--- config.mk ---
export PLATFORM = sky130hd
export DESIGN_NAME = id_ex_stage
export DESIGN_NICKNAME = d
export VERILOG_FILES = /design/src/rtl/id_ex_stage.sv
export SDC_FILE = /design/constraint.sdc
export NUM_CORES = 1
export LEC_CHECK = 0
export CORE_MARGIN = 4
export CORE_UTILIZATION = 42
export DETAILED_ROUTE_END_ITERATION = 6
export GPL_TIMING_DRIVEN = 0
export PLACE_DENSITY = 0.82
export SLEW_MARGIN = 20
export SYNTH_ARGS = -nofsm -noshare
export SYNTH_HDL_FRONTEND = slang
export SYNTH_SLANG_ARGS = --single-unit
--- constraint.sdc ---
create_clock -name clk -period 3.64 [get_ports clk]
set_input_delay 0.546 -clock clk [delete_from_list [all_inputs] [get_ports clk]]
set_output_delay 0.546 -clock clk [all_outputs]
set_load 0.01 [all_outputs]
--- src/rtl/id_ex_stage.sv ---
// Decode-to-execute pipeline register with load-use hazard detection and stall counter.
// Latency: 1 cycle D->E; lwstall is combinational from E registers and D inputs.
// Backpressure: lwstall holds fetch/decode upstream and inserts a bubble into E.
module id_ex_stage #(
    parameter int WIDTH = 32,
    parameter int CNTW  = 16
) (
    input  logic             clk,
    input  logic             reset_n,
    input  logic             regwrite_d,
    input  logic             memtoreg_d,
    input  logic             memwrite_d,
    input  logic             alusrc_d,
    input  logic             regdst_d,
    input  logic [1:0]       aluop_d,
    input  logic [WIDTH-1:0] rd1_d,
    input  logic [WIDTH-1:0] rd2_d,
    input  logic [WIDTH-1:0] signimm_d,
    input  logic [4:0]       rs_d,
    input  logic [4:0]       rt_d,
    input  logic [4:0]       rd_d,
    input  logic             flush_e,
    input  logic             clr_count,
    output logic             regwrite_e,
    output logic             memtoreg_e,
    output logic             memwrite_e,
    output logic             alusrc_e,
    output logic             regdst_e,
    output logic [1:0]       aluop_e,
    output logic [WIDTH-1:0] rd1_e,
    output logic [WIDTH-1:0] rd2_e,
    output logic [WIDTH-1:0] signimm_e,
    output logic [4:0]       rs_e,
    output logic [4:0]       rt_e,
    output logic [4:0]       rd_e,
    output logic             valid_e,
    output logic             lwstall,
    output logic [CNTW-1:0]  stall_count
);

    logic bubble;

    // Conservative: rs and rt are compared regardless of what the D instruction actually reads.
    assign lwstall = valid_e & memtoreg_e & regwrite_e & (rt_e != 5'd0) &
                     ((rt_e == rs_d) | (rt_e == rt_d));
    assign bubble  = lwstall | flush_e;

    always_ff @(posedge clk or negedge reset_n) begin
        if (!reset_n) begin
            regwrite_e <= 1'b0;
            memtoreg_e <= 1'b0;
            memwrite_e <= 1'b0;
            alusrc_e   <= 1'b0;
            regdst_e   <= 1'b0;
            aluop_e    <= 2'd0;
            rd1_e      <= '0;
            rd2_e      <= '0;
            signimm_e  <= '0;
            rs_e       <= 5'd0;
            rt_e       <= 5'd0;
            rd_e       <= 5'd0;
            valid_e    <= 1'b0;
        end else if (bubble) begin
            regwrite_e <= 1'b0;
            memtoreg_e <= 1'b0;
            memwrite_e <= 1'b0;
            alusrc_e   <= 1'b0;
            regdst_e   <= 1'b0;
            aluop_e    <= 2'd0;
            rd1_e      <= '0;
            rd2_e      <= '0;
            signimm_e  <= '0;
            rs_e       <= 5'd0;
            rt_e       <= 5'd0;
            rd_e       <= 5'd0;
            valid_e    <= 1'b0;
        end else begin
            regwrite_e <= regwrite_d;
            memtoreg_e <= memtoreg_d;
            memwrite_e <= memwrite_d;
            alusrc_e   <= alusrc_d;
            regdst_e   <= regdst_d;
            aluop_e    <= aluop_d;
            rd1_e      <= rd1_d;
            rd2_e      <= rd2_d;
            signimm_e  <= signimm_d;
            rs_e       <= rs_d;
            rt_e       <= rt_d;
            rd_e       <= rd_d;
            valid_e    <= 1'b1;
        end
    end

    // Clear wins over increment; the counter sticks at all-ones.
    always_ff @(posedge clk or negedge reset_n) begin
        if (!reset_n) begin
            stall_count <= '0;
        end else if (clr_count) begin
            stall_count <= '0;
        end else if (lwstall && (stall_count != {CNTW{1'b1}})) begin
            stall_count <= stall_count + CNTW'(1);
        end
    end

endmodule

==> results of run 1 <==
[Yosys cell counts, types with 2 or more instances]
cell      number  area, µm²
buf_4          3       22.5
nor2b_1        2       12.5
o31ai_1       10       75.1
nor2_1         2       7.51
nand3_1        6       30.0
buf_6          2       22.5
dfrtp_1      135       3380
buf_2          2       10.0
a31oi_1        2       12.5
and3_1         5       31.3
or4_1         10       75.1
and2_1       119        744
or3_1          2       12.5
nand4_1        2       12.5
o21ai_0        3       15.0
clkbuf_2      10       50.1
and4_1         2       17.5
xnor2_1       10       87.6
nand2_1        7       26.3
a21oi_1       14       70.1
[worst min-delay path by stage]
stage          depth (start not counted)                           to  slack, ns
2_1_floorplan                          0         aluop_e[0]$_DFF_PN0_       0.25
3_3_place_gp                           1  stall_count[12]$_DFFE_PN0P_       0.55
3_5_place_dp                           1   stall_count[3]$_DFFE_PN0P_       0.54
4_1_cts                                1   stall_count[3]$_DFFE_PN0P_       0.09
5_1_grt                                1   stall_count[3]$_DFFE_PN0P_        0.1
6_report                               1   stall_count[2]$_DFFE_PN0P_       0.07
[metal layers]
| layer | vias up | global-route usage |
|---|---|---|
| met1 | 1871 | 0.238 |
| met5 | - | 0 |
| met3 | 23 | 0.102 |
| met2 | 194 | 0.377 |
| li1 | 1772 | - |
| met4 | 0 | 0.0789 |
[worst max-delay path, stage by stage]
cell	delay, ns
clkdlybuf4s50_1	0.54
xnor2_1	0.13
nand3_1	0.11
o22a_1	0.34
buf_2	0.23
buf_2	0.20
nor2_1	0.14
clkdlybuf4s50_1	0.56
[sequential cells by signal, indices dropped and copies added, names as in the netlist]
name and count:
rd1_e 32, rd2_e 32, signimm_e 32, stall_count 16, rd_e 5, rs_e 5
rt_e 5, aluop_e 2, alusrc_e 1, memtoreg_e 1, memwrite_e 1, regdst_e 1
regwrite_e 1, valid_e 1
[where the power goes]
group / switching (mW) / internal [mW]
Clock: 0.598 / 1.09
Combinational: 0.169 / 0.279
Sequential: 0.0236 / 1.57
Total: 0.791 / 2.93
[kinds of logic after synthesis]
family                     share of synthesized area
and+or+nand+nor                                0.208
DFF                                            0.692
AOI/OAI and AO/OA                             0.0541
buffers and inverters                         0.0231
xor gates and xnor gates                      0.0179
muxes                                        0.00231
adders and majority gates                    0.00256
[through the flow]
| stage | cell area [µm²] | std cells | power, mW |
|---|---|---|---|
| 2_1_floorplan | 4880 | 367 | 1.74 |
| 3_3_place_gp | 7620 | 766 | 2.06 |
| 3_5_place_dp | 7650 | 767 | 2.07 |
| 4_1_cts | 8240 | 798 | 3.77 |
| 5_1_grt | 8240 | 798 | 3.87 |
| 6_report | 8240 | 798 | 3.73 |
[layout make-up]
cell class | instances | share of cell area
Sequential cell | 135 | 0.410
Timing Repair Buffer | 257 | 0.315
Multi-Input combinational cell | 213 | 0.169
Clock buffer | 22 | 0.0552
Tap cell | 143 | 0.0217
Clock inverter | 9 | 0.0153
Buffer | 19 | 0.0137
==> key figures, run 1 <==
Timing
  – WHS: 0.0695 ns
  – Slew headroom: 0.641
  – Final Setup Violations: 0
  – Final setup margin: 0.289 ns
  – Worst slew pin tran: 0.538 ns
  – Period utilisation layout: 0.921
  – Final Max Slew Viols: 0
  – Tmin final: 3.35 ns
  – Fmax achieved: 298 MHz
  – RSZ-0062 raised after global routing: no
  – Final setup TNS: 0 ns
  – Worst clock skew: 0.00645 ns
  – Final number of hold-violating endpoints: 0

Finish
  – Multi-input logic area: 0.00139 mm²
  – Fill cell count: 772
  – Fin util: 0.721
  – Commonest non-fill, non-tap cells in the layout: 255 x clkdlybuf4s50_1, 135 x dfrtp_1, 119 x and2_1
  – Share of cells above drive strength 1: 0.0794
  – Antenna cells: 0
  – Nets@finish: 766
  – Area Overhead vs Synth: 68.7%
  – Register area: 0.00338 mm²
  – Most common library cell in the layout ignoring fill and taps: clkdlybuf4s50_1

Drt
  – WL met3: 1560 µm
  – WL final: 14300 µm
  – DR pass1 iterations: 5
  – DRT iter0 DRCs: 215
  – Drt via density: 4.84
  – DR top layer: met4
  – DRC violations left: 0
  – Wire length on met2: 7420 µm
  – Routed Antenna Nets: 0
  – Routed met1 length: 5020 µm
  – Via count: 3860
  – WL/cell: 17.9 µm

Floorplan
  – Num ports: 258
  – Core area: 0.0114 mm²
  – Die Wd: 116 µm
  – Rows: 39
  – DIE AREA: 0.0134 mm²
  – Initial Util: 0.427
  – DIE HEIGHT: 116 µm

Setup path
  – Worst endpoint data arrival time: 2.81 ns
  – CP endpoint kind: output port
  – Worst reg-to-reg setup slack: 1.45 ns
  – CP endpoint: lwstall
  – Setup CP Type: in -> out
  – Critical R2R Launch: rt_e[1]$_DFF_PN0_
  – CP Max Fanout: 10
  – Critical Path RT: 3.09 ns
  – Critical path startpoint: rs_d[0]
  – Worst setup SP type: input pin
  – Reg-to-reg endpoint: rt_e[2]$_DFF_PN0_
  – R2r worst-path depth: 6

Global routing
  – Initial antenna violation count: 0
  – First-pass GRT wire length: 21900 µm
  – Gr ovfl total: 0
  – Largest net degree at the start of global routing: 70
  – GR Util All Layers: 0.219
  – Vias in the first global route: 4225

Clock tree
  – Setup bufs post-CTS: 0
  – Hold-fix buffers, CTS: 0
  – Number of buffers created by CTS: 17
  – # resized after CTS: 0
  – Max clock buf depth: 2
  – Clk sinks: 135
  – CTS tree: done
  – Worst-Skew Late Latency: 0.41 ns
  – Root buffer cell: clkbuf_16
  – Htree depth: 4
  – Clock Pin Slew Worst Setup and Hold Paths: 0.05 ns

Synth
  – Yosys warns: 0
  – Synth Area per Inst: 13.3 µm²
  – FF+latch count, synth: 135
  – Seq/Total Area, Yosys: 0.692
  – Synthesized Nets: 490
  – Syn Std Cell Area: 0.00488 mm²
  – Post-synth top flop: dfrtp_1
  – Post-Syn Instances: 367
  – Share of flip-flops with an asynchronous set or reset: 1.00
  – Number of enable flip-flop cells after synthesis: 0
  – Post-synth cell types: 39

Run
  – Max_cap viols: 0

Placed design
  – Place WS: 0.325 ns
  – DP Wirelength: 10500 µm
  – Placer Congestion: 0.806
  – Buffers on Ports: 256

Worst hold path
  – Hold crit path type: in -> async

Pwr
  – P per Cell Area: 452 mW/mm²
  – VDD IR max: 329 µV
  – Static leakage: 3.55 nW

Status
  – Status: finished, final reports clean
Note: power is estimated with default switching activity, not from simulation.
==> run 2, diff against run 1 <==
--- a/config.mk
+++ b/config.mk
@@ -6,10 +6,11 @@
 export NUM_CORES = 1
 export LEC_CHECK = 0
 export CORE_MARGIN = 4
-export CORE_UTILIZATION = 42
+export CORE_UTILIZATION = 39
+export CTS_CLUSTER_DIAMETER = 80
 export DETAILED_ROUTE_END_ITERATION = 6
 export GPL_TIMING_DRIVEN = 0
-export PLACE_DENSITY = 0.82
+export PLACE_DENSITY = 0.77
 export SLEW_MARGIN = 20
 export SYNTH_ARGS = -nofsm -noshare
 export SYNTH_HDL_FRONTEND = slang
==> constraint.sdc (replaced) <==
create_clock -name clk -period 3.8 [get_ports clk]
set_input_delay 0.57 -clock clk [delete_from_list [all_inputs] [get_ports clk]]
set_output_delay 0.57 -clock clk [all_outputs]
set_load 0.01 [all_outputs]
==> key figures, run 2 (synthesis results as in run 1) <==
Timing
  – Worst slew pin tran: 0.491 ns
  – Worst clock skew: 0.00811 ns
  – WHS: 0.0848 ns
  – RSZ-0062 raised after global routing: no
  – Tmin final: 3.34 ns
  – Final number of hold-violating endpoints: 0
  – Final Setup Violations: 0
  – Fmax achieved: 299 MHz
  – Final setup TNS: 0 ns
  – Period utilisation layout: 0.879
  – Final setup margin: 0.461 ns
  – Slew headroom: 0.673
  – Final Max Slew Viols: 0

Setup path
  – CP peak stage delay: 0.56 ns
  – Cell family contributing the most delay on the critical path: buffers and inverters
  – Critical Path RT: 3.23 ns
  – CP endpoint kind: output port
  – Worst reg-to-reg setup slack: 1.63 ns
  – Critical R2R Launch: rt_e[1]$_DFF_PN0_
  – Critical path startpoint: rs_d[0]
  – Worst endpoint data arrival time: 2.77 ns
  – CP Max Fanout: 10
  – CP endpoint: lwstall
  – Reg-to-reg endpoint: signimm_e[22]$_DFF_PN0_
  – Setup CP Type: in -> out
  – R2r worst-path depth: 6
  – Worst setup SP type: input pin
  – CP Cell Sequence: clkdlybuf4s50_1 -> xnor2_1 -> nand3_1 -> o22a_1 -> buf_2 -> buf_2 -> nor2_1 -> clkdlybuf4s50_1
  – Crit. path cell count: 8
  – WP buf/inv: 4
  – Slowest CP cell: clkdlybuf4s50_1

Global routing
  – Initial antenna violation count: 1
  – Largest net degree at the start of global routing: 76
  – First-pass GRT wire length: 22000 µm
  – Gr ovfl total: 0
  – Vias in the first global route: 4139
  – GR Util All Layers: 0.201

Clock tree
  – Setup bufs post-CTS: 0
  – Htree depth: 4
  – Number of buffers created by CTS: 17
  – Max clock buf depth: 2
  – Hold-fix buffers, CTS: 0
  – Root buffer cell: clkbuf_16
  – Clock Pin Slew Worst Setup and Hold Paths: 0.05 ns
  – CTS tree: done
  – # resized after CTS: 0
  – Worst-Skew Late Latency: 0.41 ns
  – Clk sinks: 135

Placed design
  – Placer Congestion: 0.800
  – Place WS: 0.458 ns
  – Dpl cells: 792
  – Buffers on Ports: 256
  – DP Wirelength: 10500 µm

Drt
  – Drt via density: 4.69
  – WL/cell: 17.1 µm
  – Via count: 3866
  – Routed Antenna Nets: 0
  – DRT iter0 DRCs: 274
  – DR pass1 iterations: 4
  – WL final: 14100 µm
  – DRC violations left: 0

Finish
  – Largest regs: rd1_e (32), rd2_e (32), signimm_e (32)
  – Antenna cells: 0
  – Final std cells w/o fill: 824
  – Share of cells above drive strength 1: 0.0793
  – Fill cell count: 908
  – Nets@finish: 766
  – Most common library cell in the layout ignoring fill and taps: clkdlybuf4s50_1
  – Multi-input logic area: 0.00139 mm²
  – Register area: 0.00338 mm²
  – Area Overhead vs Synth: 69.1%
  – Commonest non-fill, non-tap cells in the layout: 255 x clkdlybuf4s50_1, 135 x dfrtp_1, 119 x and2_1

Floorplan
  – Die Wd: 120 µm
  – Initial Util: 0.403
  – Core area: 0.0121 mm²
  – DIE AREA: 0.0144 mm²
  – Num ports: 258
  – DIE HEIGHT: 120 µm
  – Rows: 40

Pwr
  – VDD IR max: 278 µV
  – Static leakage: 3.53 nW
  – P per Cell Area: 427 mW/mm²
  – Total power draw: 3.52 mW

Run
  – Max_cap viols: 0

Worst hold path
  – Hold crit path type: in -> async

Status
  – Status: finished, final reports clean
-- run 2: changes by cell type in the layout (fill, tap and decap cells not counted) --
cell,previous run,this run
clkinvlp_4,1,3
bufinv_16,3,2
clkbuf_1,5,6
clkbuf_8,1,2
clkinv_2,4,3
clkinv_4,1,0
-- run 2: metrics by stage --
| stage | utilization | cell area, µm² |
|---|---|---|
| floorplan | - | 4880 |
| global placement | 0.632 | 7650 |
| detailed placement | 0.635 | 7690 |
| CTS | 0.682 | 8260 |
| global route | 0.682 | 8260 |
| finish | 0.682 | 8260 |
-- run 2: routing by layer --
| layer | vias up | share of wire | global-route usage |
|---|---|---|---|
| met3 | 22 | 0.10 | 0.0928 |
| met2 | 188 | 0.52 | 0.345 |
| li1 | 1772 | - | - |
| met1 | 1882 | 0.35 | 0.213 |
| met5 | - | 0.00085 | 0 |
| met4 | 2 | 0.021 | 0.0838 |
-- run 2: worst min-delay path by stage --
stage	startpoint	to	slack, ns	cells past startpoint
CTS	reset_n	stall_count[2]$_DFFE_PN0P_	0.09	1
floorplan	reset_n	aluop_e[0]$_DFF_PN0_	0.27	0
detailed placement	reset_n	stall_count[2]$_DFFE_PN0P_	0.53	1
global placement	stall_count[5]$_DFFE_PN0P_	stall_count[5]$_DFFE_PN0P_	0.55	2
global route	reset_n	stall_count[4]$_DFFE_PN0P_	0.09	1
finish	reset_n	stall_count[2]$_DFFE_PN0P_	0.08	1
-- run 2: final cells by class --
type | count | share of cell area
sequential | 135 | 0.409
timing repair buffer | 257 | 0.314
multi-input combinational | 213 | 0.168
clock buffer | 24 | 0.0571
tap | 168 | 0.0255
buffer | 19 | 0.0136
clock inverter | 8 | 0.0118
-- run 2: worst reg2reg max path: stages, from the launching register on --
cell      delay, ns
dfrtp_1        0.43
or4_4          0.57
o2111a_2       0.32
a21oi_2        0.17
buf_4          0.22
clkbuf_2       0.21
and2_1         0.17
-- run 2: where the power goes --
part / internal, mW / leakage (nW) / switching (mW)
Clock: 0.997 / 0.270 / 0.572
Combinational: 0.267 / 1.51 / 0.160
Sequential: 1.50 / 1.76 / 0.0221
Total: 2.77 / 3.53 / 0.754
==> run 3, diff against run 2 <==
--- a/config.mk
+++ b/config.mk
@@ -9,6 +9,7 @@
 export CORE_UTILIZATION = 39
 export CTS_CLUSTER_DIAMETER = 80
 export DETAILED_ROUTE_END_ITERATION = 6
+export GPL_ROUTABILITY_DRIVEN = 0
 export GPL_TIMING_DRIVEN = 0
 export PLACE_DENSITY = 0.77
 export SLEW_MARGIN = 20
==> results of run 3 <==
The final DEF is identical to that of run 2; final timing and power are the same.
